**src/rtl/gon_y_bus_driver.sv**
```systemverilog
// GON Y-bus source stage: packet FIFO, registered Y-bus driver with
// enable/ready handshake, row-ID shadow broadcast and stall counter.
module gon_y_bus_driver #(
    parameter int NUM_ROWS   = 12,
    parameter int ROW_LEN    = 4,
    parameter int ID_LEN     = 5,
    parameter int VALUE_LEN  = 32,
    parameter int FIFO_DEPTH = 4
) (
    input  logic                          clk,
    input  logic                          rst,
    input  logic                          cfg_we,
    input  logic [$clog2(NUM_ROWS)-1:0]   cfg_row,
    input  logic [ROW_LEN-1:0]            cfg_id,
    input  logic                          cfg_commit,
    output logic [NUM_ROWS*ROW_LEN-1:0]   id_bus,
    output logic                          set_id,
    input  logic                          in_valid,
    output logic                          in_ready,
    input  logic [ROW_LEN-1:0]            in_row_tag,
    input  logic [ID_LEN-1:0]             in_col_tag,
    input  logic [VALUE_LEN-1:0]          in_value,
    output logic [ROW_LEN-1:0]            bus_tag,
    output logic [ID_LEN-1:0]             bus_tag_id,
    output logic [VALUE_LEN-1:0]          bus_value,
    output logic                          bus_enable,
    input  logic                          bus_ready,
    output logic                          busy,
    input  logic                          stall_clr,
    output logic [15:0]                   stall_cnt
);

    localparam int AW    = $clog2(FIFO_DEPTH);
    localparam int PKT_W = ROW_LEN + ID_LEN + VALUE_LEN;

    typedef enum logic [1:0] {
        IDLE   = 2'd0,
        ISSUE  = 2'd1,
        COMMIT = 2'd2
    } state_t;

    state_t state, state_next;

    logic [PKT_W-1:0] mem [FIFO_DEPTH];
    logic [AW-1:0]    wr_ptr, rd_ptr;
    logic [AW:0]      count;
    logic             empty, full, push, pop;
    logic             commit_pend, commit_pend_next, commit_req, transfer;

    logic [ROW_LEN-1:0]   head_tag;
    logic [ID_LEN-1:0]    head_id;
    logic [VALUE_LEN-1:0] head_value;

    assign empty      = (count == '0);
    assign full       = (count == (AW+1)'(FIFO_DEPTH));
    assign in_ready   = rst & ~full;
    assign push       = in_valid & in_ready;
    assign transfer   = bus_enable & bus_ready;
    assign commit_req = commit_pend | cfg_commit;
    assign busy       = ~empty | bus_enable | commit_pend | (state == COMMIT);

    assign {head_tag, head_id, head_value} = mem[rd_ptr];

    // Packet storage; contents need no reset since the pointers gate them
    always_ff @(posedge clk) begin
        if (push) mem[wr_ptr] <= {in_row_tag, in_col_tag, in_value};
    end

    // FIFO pointers and occupancy; power-of-2 depth lets pointers wrap naturally
    always_ff @(posedge clk) begin
        if (!rst) begin
            wr_ptr <= '0;
            rd_ptr <= '0;
            count  <= '0;
        end else begin
            if (push) wr_ptr <= wr_ptr + AW'(1);
            if (pop)  rd_ptr <= rd_ptr + AW'(1);
            case ({push, pop})
                2'b10:   count <= count + (AW+1)'(1);
                2'b01:   count <= count - (AW+1)'(1);
                default: count <= count;
            endcase
        end
    end

    // Next-state logic: a commit request always outranks issuing the next packet
    always_comb begin
        state_next       = state;
        pop              = 1'b0;
        commit_pend_next = commit_pend;
        case (state)
            IDLE: begin
                if (commit_req) begin
                    state_next = COMMIT;
                end else if (!empty) begin
                    state_next = ISSUE;
                    pop        = 1'b1;
                end
            end
            ISSUE: begin
                commit_pend_next = commit_req;
                if (transfer) begin
                    if (commit_req) begin
                        state_next = COMMIT;
                    end else if (!empty) begin
                        pop = 1'b1;
                    end else begin
                        state_next = IDLE;
                    end
                end
            end
            COMMIT: begin
                state_next       = IDLE;
                commit_pend_next = cfg_commit;
            end
            default: state_next = IDLE;
        endcase
    end

    // FSM state, registered bus outputs and the set_id strobe
    always_ff @(posedge clk) begin
        if (!rst) begin
            state       <= IDLE;
            commit_pend <= 1'b0;
            bus_enable  <= 1'b0;
            set_id      <= 1'b0;
            bus_tag     <= '0;
            bus_tag_id  <= '0;
            bus_value   <= '0;
        end else begin
            state       <= state_next;
            commit_pend <= commit_pend_next;
            bus_enable  <= (state_next == ISSUE);
            set_id      <= (state_next == COMMIT);
            if (pop) begin
                bus_tag    <= head_tag;
                bus_tag_id <= head_id;
                bus_value  <= head_value;
            end else if (transfer) begin
                bus_tag    <= '0;
                bus_tag_id <= '0;
                bus_value  <= '0;
            end
        end
    end

    // Row-ID shadow registers; out-of-range rows are dropped
    always_ff @(posedge clk) begin
        if (!rst) begin
            id_bus <= '0;
        end else if (cfg_we && (32'(cfg_row) < NUM_ROWS)) begin
            id_bus[cfg_row*ROW_LEN +: ROW_LEN] <= cfg_id;
        end
    end

    // Saturating stall counter; clear wins over increment
    always_ff @(posedge clk) begin
        if (!rst) begin
            stall_cnt <= '0;
        end else if (stall_clr) begin
            stall_cnt <= '0;
        end else if (bus_enable && !bus_ready && stall_cnt != '1) begin
            stall_cnt <= stall_cnt + 16'd1;
        end
    end

endmodule

```
**config.mk**
```make
export PLATFORM = sky130hd
export DESIGN_NAME = gon_y_bus_driver
export DESIGN_NICKNAME = d
export VERILOG_FILES = /design/src/rtl/gon_y_bus_driver.sv
export SDC_FILE = /design/constraint.sdc
export NUM_CORES = 1
export LEC_CHECK = 0
export BUFFER_PORTS_ARGS = -buffer_cell sky130_fd_sc_hd__buf_2
export CAP_MARGIN = 20
export CORE_MARGIN = 2
export CORE_UTILIZATION = 44
export DETAILED_ROUTE_END_ITERATION = 10
export GPL_ROUTABILITY_DRIVEN = 0
export SETUP_SLACK_MARGIN = 0.02
export SLEW_MARGIN = 25
export SYNTH_ARGS = -nofsm -noshare
export SYNTH_HDL_FRONTEND = slang
export SYNTH_SLANG_ARGS = --single-unit
```
**constraint.sdc**
```tcl
create_clock -name clk -period 3.78 [get_ports clk]
set_input_delay 0.378 -clock clk [delete_from_list [all_inputs] [get_ports clk]]
set_output_delay 0.378 -clock clk [all_outputs]
set_load 0.02 [all_outputs]
```
==> results of run 1 <==
## cell usage in the layout, fill, tap and decap left out, types with 3 or more instances in the layout
cell           Yosys  routed
buf_2             11     164
edfxtp_1         164     164
dfxtp_1          119     117
nand2_1          117     116
a21oi_1           62      62
nand3_1           60      60
mux2i_1           44      44
mux4_2            41      41
clkbuf_16          0      30
inv_1             17      16
nor2_1            16      16
buf_4              3      15
ha_1              14      14
o21ai_0           12      12
or3_1             11      11
nand4_1            9       9
clkinv_2           1       7
clkinv_1           0       7
nor3_1             6       6
dlygate4sd3_1      0       6
o31ai_1            5       5
or4_1              6       5
and2_2             0       4
o211ai_1           4       4
and2_1             8       4
nand4b_1           4       4
nand2b_1           3       3
xor2_1             3       3
o41ai_1            3       3
bufinv_16          0       3
clkbuf_8           0       3
clkbuf_1          22       3
## report_power, final
part           total (W)  leakage, nW  switching (W)  internal (W)
registers        0.00355         2.45       0.000128       0.00343
logic            0.00101         2.09       0.000594      0.000417
clock network    0.00292        0.493        0.00119       0.00172
total            0.00748         5.03        0.00191       0.00557
## metrics by stage
stage	std cells	power (W)	hold slack [ns]	area, µm²
after floorplan	799	0.004304	0.4591	10950
after CTS	1324	0.007597	0.0009048	13210
after global routing	1324	0.007822	0.009501	13210
after global placement	1262	0.004635	0.4386	12140
after detailed placement	1262	0.004646	0.4443	12150
final	1324	0.007482	0.03530	13210
## cells in the mapped netlist (9+ instances only)
| cell type | number |
|---|---|
| mux2i_1 | 44 |
| nor2_1 | 16 |
| buf_2 | 11 |
| nand3_1 | 60 |
| nand4_1 | 9 |
| edfxtp_1 | 164 |
| a21oi_1 | 62 |
| inv_1 | 17 |
| dfxtp_1 | 119 |
| or3_1 | 11 |
| clkbuf_1 | 22 |
| ha_1 | 14 |
| o21ai_0 | 12 |
| mux4_2 | 41 |
| nand2_1 | 117 |
## how the worst max path moves through the flow
stage | from | slack, ns | cells after the start | to
floorplan | bus_enable | 1.12 | 11 | count[2]
global placement | state[1] | 1.18 | 11 | count[2]
detailed placement | state[1] | 1.13 | 11 | count[2]
CTS | state[1] | 1.11 | 11 | count[2]
global route | state[1] | 0.93 | 11 | count[2]
finish | state[1] | 1.12 | 11 | count[2]
## critical path, cell delays in order, from the launching register on
cell	delay [ns]
dfxtp_1	0.33
inv_1	0.08
ha_1	0.20
a31oi_1	0.10
or4_2	0.60
clkinv_2	0.08
ha_1	0.16
inv_1	0.06
fa_1	0.37
xor2_1	0.15
or3_1	0.30
a21oi_1	0.13
## layer usage
layer  share of wire  vias to the layer above
met5         0.00054                        -
met1            0.44                     3437
met3           0.064                       25
met4           0.011                        2
li1                -                     3351
met2            0.48                      183
## final cells by class
type,count,area share
Timing Repair Buffer,186,0.07670
Multi-Input combinational cell,457,0.2580
Inverter,18,0.005208
Clock inverter,20,0.01544
Tap cell,324,0.03068
Sequential cell,283,0.5532
Clock buffer,36,0.06080
## cells by family (layout without fill, tap and decap cells)
logic type      after synthesis  count (layout)
compound gates               98              98
xor+xnor                      5               5
fa+ha+maj                    15              15
buf+inv                      59             260
flops                       283             283
mux                          85              85
simple gates                254             254
## state kept, by name, summed over array words and instances, names as in the netlist, named ones only
signal	cells
bus_tag	4
bus_enable	1
wr_ptr	2
mem	164
state	2
commit_pend	1
bus_tag_id	5
id_bus	48
count	3
set_id	1
rd_ptr	2
stall_cnt	16
bus_value	32
## repair_timing
action                                  4_1_cts  5_1_grt
endpoints found under the setup margin        0        0
hold buffers                                  6        0
hold endpoints to repair                     20        0
==> summary.md, run 1 <==
| Metric | Value |
|---|---|
| Post-synthesis register bit count | roughly 280 |
| Power per standard cell area | 566.3 nW/µm² |
| Die Area | between 20000 and 30000 µm² |
| Flop2flop setup slack | around 1.1 ns |
| Dominant cell type by area after synthesis | edfxtp_1 |
| IO Port Bufs | 164 |
| Mean post-synth cell area | around 14 µm² |
| Area Overhead vs Synth | 20.67% |
| Sequential Area | about 7300 µm² |
| Post-synth top flop | edfxtp_1 |
| Endpoints failing hold | 0 |
| GR Layer Usage met3 | 0.04520 |
| Setup TNS | 0 ns |
| Dpl ws | approximately 1.1 ns |
| TritonCTS Buffers | 30 |
| Compound-Gate Fraction of Synth Area | 0.05234 |
| Setup violators final | 0 |
| I/O pins | 165 |
| Worst reg2reg path depth | 11 |
| Fin crit share | 0.7026 |
| Multi-input logic area | 3408 µm² |
| LEAKAGE | 5.032 nW |
| Top Usage Layer GRT | met2 |
| Total global-route track usage | 0.1845 |
| Tightest Pin Transition | 0.9345 ns |
| Synth Area in Simple Gates | 0.1112 |
| Largest family of logic cells by synthesized area | multiplexers |
| Height of the chip | 161.8 µm |
| Via count | 6998 |
| RSZ-0062 raised after global routing | false |
| # clock sinks | 283 |
| DRT antenna net count | 0 |
| Clk Latency, worst-skew pair | approximately 0.56 ns |
| Minimum clock period | between 2 and 3 ns |
| Fill count | 2097 |
| CP max FO | 4 |
| H-tree levels | 1 |
| Main area contributors after synthesis | edfxtp_1 45%, dfxtp_1 22%, mux4_2 8.4%, mux2i_1 4.0%, nand2_1 4.0% |
| Ys async rst share | 0 |
| Adder-cell area share of the yosys netlist | 0.01783 |
| Synth cell types | 52 |
| Initial antenna violation count | 1 |
| Core area | 24390 µm² |
| Final WL | 24.22 mm |
| Diode count | 0 |
| Status | finished clean |
| Root buf cell | clkbuf_16 |
| WS Path Type | flip-flop to flip-flop |
| First-pass DRT Iterations | 5 |
| EDFF count, synth | ~160 |
| Top-area cell type share of the netlist area | 0.4498 |
| Startpoint types | flip-flop |
| DP Wirelength | 14.83 mm |
| Peak VDD IR | 0.3869 mV |
| Die X-Extent | 161.8 µm |
| Row count | 57 |
| Max-cap violations | 0 |
| Reg-to-Reg Start | state[1] |
| Largest net degree at the start of global routing | 68 |
| Postcts setup bufs | 0 |
| Req. time, crit path | ~4.3 ns |
| Synthesized Nets | 870 |
| Worst setup margin | roughly 1.1 ns |
| # DRC | 0 |
| Layout cells sized above 1 | 0.2840 |
| Max-slew violation count | 0 |
| Fmax | 376.6 MHz |
| Vias in the first global route | 6993 |
| Clock transition at path regs | 0.06 ns |
| Grt ovf | 0 |
| Arr. time, crit path | 3.13 ns |
| Syn Inst Count | approximately 800 |
| CTS Buffer Depth | 3 |
| Worst setup EP type | flip-flop |
| GRT met1 Usage | 0.2453 |
| CTS tree | done |
| WL per Instance | 18.29 µm |
| Sequential cell area fraction in the yosys report | 0.6674 |
| Initial Util | 0.4489 |
| Fin util | 0.5417 |
| Worst Hold Path EP | mem[3][12] |
| Post-Syn Area | 10950 µm² |
| CTS resizes | 0 |
| Vias per cell | 5.285 |
| Hold wc startpoint | in_value[12] |
| Fin nets | 1047 |
| Routing usage on met2 | 0.3160 |
| Post-synthesis xor/xnor area fraction | 0.004000 |
| R2r endpoint | count[2] |
| Rel. slew slack | 0.3770 |
| WHS Path Cells | 1 |
| HP Class | primary input to flip-flop |
| Ys Warns | 0 |
| Clk_skew | 0.01635 ns |
| First-pass GRT wire length | 38.44 mm |
| Initial DRC Count | roughly 480 |
| Mux share of post-synthesis cell area | 0.1246 |
(Power assumes the default switching activity.)
==> inputs of run 2 (changes only) <==
Clock period 3.78 ns to 2.5 ns, I/O delays scaled along.
==> summary.md, run 2 (synthesis gave the netlist of run 1 again) <==
| Metric | Value |
|---|---|
| CP Depth | 11 |
| Minimum clock period | 2.276 ns |
| # clock sinks | ~280 |
| Vias in the first global route | 7159 |
| Dpl cell area | around 12000 µm² |
| Fin nets | roughly 1100 |
| Worst path bufs/invs | 3 |
| Hold wc startpoint | cfg_commit |
| Fin crit share | 0.9106 |
| Max-slew violation count | 0 |
| Setup violators final | 0 |
| Worst reg2reg path depth | 11 |
| Top delay family on crit path | simple AND/OR/NAND/NOR gates |
| Grt ovf | 0 |
| Final Instance Area | ~14000 µm² |
| Largest registers | mem: 164 flops, id_bus: 48 flops, bus_value: 32 flops |
| Total global-route track usage | 0.1844 |
| Final WL | 24.35 mm |
| Startpoint types | flip-flop |
| Root buf cell | clkbuf_16 |
| Crit-path cells | inv_2, ha_2, a31oi_1, or4_4, clkinv_4, ha_4, inv_1, fa_2, xor2_1, or3_1, a21oi_1 |
| Layout cells sized above 1 | 0.2908 |
| Largest net degree at the start of global routing | 68 |
| Area Overhead vs Synth | 25.05% |
| Height of the chip | 161.8 µm |
| Power per standard cell area | 825.0 nW/µm² |
| Worst setup EP type | flip-flop |
| RSZ-0062 raised after global routing | false |
| Tightest Pin Transition | 0.7419 ns |
| First-pass DRT Iterations | 4 |
| Slowest Stage Delay on Critical Path | approximately 0.46 ns |
| Via count | 7192 |
| Crit path launch | state[1] |
| Initial antenna violation count | 0 |
| H-tree levels | 1 |
| Max-cap violations | 0 |
| HP Class | primary input to flip-flop |
| WS Path Type | flip-flop to flip-flop |
| # DRC | 0 |
| Peak VDD IR | 0.6514 mV |
| R2r endpoint | count[2] |
| Initial DRC Count | 489 |
| Core area | 24390 µm² |
| Endpoints failing hold | 0 |
| DP Wirelength | 14.75 mm |
| TritonCTS Buffers | 29 |
| Flop2flop setup slack | 0.22 ns |
| Reg-to-Reg Start | state[1] |
| Dpl ws | -0.02798 ns |
| Die Area | 26160 µm² |
| Worst setup path endpoint | count[2] |
| Diode count | 0 |
| Arr. time, crit path | 2.75 ns |
| CP max FO | 2 |
| Status | finished clean |
| Req. time, crit path | 2.97 ns |
| DRT antenna net count | 0 |
| First-pass GRT wire length | 38.43 mm |
| Initial Util | 0.4489 |
| Clock transition at path regs | 0.06 ns |
| CTS tree | done |
| Crit path max-delay cell type | or4_4 |
| LEAKAGE | 5.240 nW |
| Postcts setup bufs | 0 |
| Fill count | 2055 |
| Most frequent cells in the layout | 164 x buf_2, 164 x edfxtp_1, 117 x nand2_1, 114 x dfxtp_1, 62 x a21oi_1 |
| CTS Buffer Depth | 3 |
| IO Port Bufs | 164 |
| Vias per cell | 5.238 |
| Fmax | 439.3 MHz |
| Clk_skew | 0.02236 ns |
| Top reg by flops | mem |
| Clk Latency, worst-skew pair | 0.56 ns |
| Die X-Extent | 161.8 µm |
| Worst setup margin | 0.2235 ns |
| Rel. slew slack | 0.5054 |
| WL per Instance | approximately 18 µm |
| Max FFs per register | 164 |
| Row count | 57 |
| I/O pins | 165 |
run 2: per-stage QoR:
step | hold WS [ns] | total power, W | utilization | instances | setup TNS, ns
floorplan | 0.3489 | 0.006544 | - | 799 | -0.06522
global placement | 0.4371 | 0.007113 | 0.5062 | 1279 | -0.01024
detailed placement | 0.4458 | 0.007136 | 0.5062 | 1279 | -0.02798
CTS | 0.006469 | 0.01144 | 0.5614 | 1373 | 0
global route | 0.04408 | 0.01177 | 0.5614 | 1373 | 0
finish | 0.04275 | 0.01130 | 0.5614 | 1373 | 0
run 2: timing repair:
item	CTS	global route
hold endpoints to repair	164	0
cloned	0	0
resized for setup	1	0
endpoints found under the setup margin	1	1
pin swaps	0	1
hold buffers	41	0
run 2: cell type report:
class	count	area, µm²	share of cell area
clock buffer	35	758.2	0.05538
tap	324	405.4	0.02961
sequential	283	7313	0.5341
timing repair buffer	238	1529	0.1117
clock inverter	18	175.2	0.01279
multi-input combinational	457	3438	0.2511
inverter	18	72.57	0.005300
run 2: metal layers:
metal / share of wire / routed length [µm] / GRT usage
met4: 0.020 / 483 / 0.03701
met5: 0 / 0 / 0
met1: 0.44 / 10750 / 0.2560
met2: 0.48 / 11610 / 0.3087
met3: 0.062 / 1510 / 0.03243
run 2: how the worst min path moves through the flow:
stage	endpoint	slack [ns]	depth (start not counted)
final	commit_pend	0.04	3
after global routing	id_bus[32]	0.04	3
after CTS	commit_pend	0.006	3
after detailed placement	id_bus[0]	0.45	2
after global placement	id_bus[2]	0.44	2
after floorplan	mem[0][0]	0.35	0
run 2: worst min-delay path, stage by stage:
cell and delay, ns:
buf_2 0.13, a22oi_1 0.09, nor2_1 0.07
run 2: where the power goes:
| group | total [W] | internal (W) | switching (W) |
|---|---|---|---|
| registers | 0.00532 | 0.00518 | 0.000135 |
| logic | 0.00175 | 0.000756 | 0.000997 |
| clock network | 0.00423 | 0.00247 | 0.00176 |
==> inputs of run 3 (changes only) <==
Settings changed: CORE_UTILIZATION 44 to 57, GPL_ROUTABILITY_DRIVEN 0 to default, PLACE_DENSITY from default to 0.84.
==> summary.md, run 3 (synthesis gave the netlist of run 1 again) <==
| Metric | Value |
|---|---|
| Clk Latency, worst-skew pair | about 0.55 ns |
| Peak VDD IR | 0.5770 mV |
| Comb pwr share | 0.161 |
| Root buf cell | clkbuf_16 |
| Setup violators final | 0 |
| DRT antenna net count | 0 |
| Vias in the first global route | 7478 |
| TritonCTS Buffers | 28 |
| Minimum clock period | 2.317 ns |
| Area Overhead vs Synth | 23.52% |
| Die X-Extent | 142.6 µm |
| Seq pwr share | 0.488 |
| Total global-route track usage | 0.2370 |
| Worst path bufs/invs | 3 |
| Fin crit share | 0.9268 |
| # clock sinks | 283 |
| Arr. time, crit path | 2.78 ns |
| Clk_skew | roughly 0.013 ns |
| Req. time, crit path | 2.97 ns |
| RSZ-0062 raised after global routing | false |
| Via count | 7330 |
| Pint | 0.008111 W |
| Row count | 50 |
| WL per Instance | between 15 and 20 µm |
| LEAKAGE | 5.198 nW |
| CP max FO | 2 |
| Flop2flop setup slack | 0.18 ns |
| Fill count | 1224 |
| Crit path max-delay cell type | or4_4 |
| Clock transition at path regs | 0.06 ns |
| Vias per cell | 5.722 |
| CTS tree | done |
| Setup TNS | 0 ns |
| Switching power | 0.002831 W |
| Max FFs per register | 164 |
| Max-slew violation count | 0 |
| I/O pins | approximately 170 |
| WS Path Type | flip-flop to flip-flop |
| # DRC | 0 |
| Core area | 18770 µm² |
| CTS Buffer Depth | 3 |
| Initial DRC Count | 401 |
| Startpoint types | flip-flop |
| Postcts setup bufs | 0 |
| Worst setup margin | 0.1830 ns |
| Gp weighted congestion | 0.8039 |
| Initial antenna violation count | 1 |
| Largest net degree at the start of global routing | 68 |
| Fin Hold WS | 0.03617 ns |
| Rel. slew slack | 0.5458 |
| First-pass GRT wire length | ~38 mm |
| Slowest Stage Delay on Critical Path | 0.45 ns |
| Initial Util | 0.5834 |
| Top reg by flops | mem |
| Fmax | 431.6 MHz |
| Most frequent cells in the layout | 164 x buf_2, 164 x edfxtp_1, 116 x nand2_1, 114 x dfxtp_1, 61 x a21oi_1 |
| Tightest Pin Transition | 0.6812 ns |
| First-pass DRT Iterations | 5 |
| H-tree levels | 1 |
| Final WL | 23.99 mm |
| HP Class | primary input to flip-flop |
| Endpoints failing hold | 0 |
| Max-cap violations | 0 |
| Grt ovf | 0 |
| IO Port Bufs | around 160 |
| DP Wirelength | 14.65 mm |
| Clk pwr share | 0.351 |
| Height of the chip | around 140 µm |
| Top delay family on crit path | simple AND/OR/NAND/NOR gates |
| Dpl ws | -0.09991 ns |
| Worst setup EP type | flip-flop |
| Crit-path cells | inv_2, ha_2, a31oi_1, or4_4, clkinv_4, ha_4, inv_1, fa_2, xor2_1, or3_1, a21oi_2 |
| Switch share | 0.2588 |
| Layout cells sized above 1 | 0.2878 |
| Power per standard cell area | 809.1 nW/µm² |
| Fin nets | 1096 |
| Status | finished clean |
| Die Area | 20330 µm² |
| Largest registers | mem: 164 flops, id_bus: 48 flops, bus_value: 32 flops |
## run 3: changes by cell type in the layout (fill, tap and decap cells not counted), sizes merged
cell	before	now
clkbuf	35	39
clkinv	14	12
bufinv	3	0
diode	0	1
buf	197	196
inv	18	17
## run 3: area by class of cell
type,instances,area (µm²),area share
antenna,1,2.502,0.0001850
tap,234,292.8,0.02165
clock inverter,12,80.08,0.005921
multi-input combinational,457,3445,0.2547
sequential,283,7313,0.5408
inverter,18,72.57,0.005366
timing repair buffer,237,1546,0.1143
clock buffer,39,772.0,0.05708
## run 3: repair_timing
action                                  in CTS  in global routing
pin swaps                                    0                  1
endpoints found under the hold margin      164                  0
endpoints found under the setup margin       1                  1
hold buffers                                41                  0
gates resized for setup                      1                  1
## run 3: path summary, 6_finish.rpt
kind / from / to / cells after the start
worst min register to register: id_bus[3] / id_bus[3] / 2
worst max register to register: state[1] / count[2] / 11
worst max-delay path: state[1] / count[2] / 11
worst min-delay path: cfg_commit / commit_pend / 3
## run 3: per-layer routing
metal	routed length (µm)	part of all wire	track usage	vias to the layer above
met4	479	0.020	0.06983	0
met1	9593	0.40	0.2997	3568
li1	-	-	-	3438
met3	1772	0.074	0.04576	41
met2	12150	0.51	0.4173	283
met5	0	0	0	-
## run 3: power groups by stage
stage | sequential, W | clock, W | combinational, W
final | 0.00534 | 0.00385 | 0.00176
after global placement | 0.00543 | 0 | 0.00164
after floorplan | 0.00552 | 0 | 0.00102
after CTS | 0.00534 | 0.00393 | 0.00176
after global routing | 0.00536 | 0.00410 | 0.00191
after detailed placement | 0.00544 | 0 | 0.00169
## run 3: metrics by stage
step             util  instance area [µm²]  total power, W  cells
2_1_floorplan       -                11000        0.006544    799
3_3_place_gp   0.6529                12250        0.007070   1188
3_5_place_dp   0.6529                12250        0.007130   1188
4_1_cts        0.7203                13520         0.01103   1280
5_1_grt        0.7206                13520         0.01137   1281
6_report       0.7206                13520         0.01094   1281
## run 3: worst min-delay path, cell delays in order
cell and delay, ns:
buf_2 0.12, a22oi_1 0.09, nor2_1 0.08
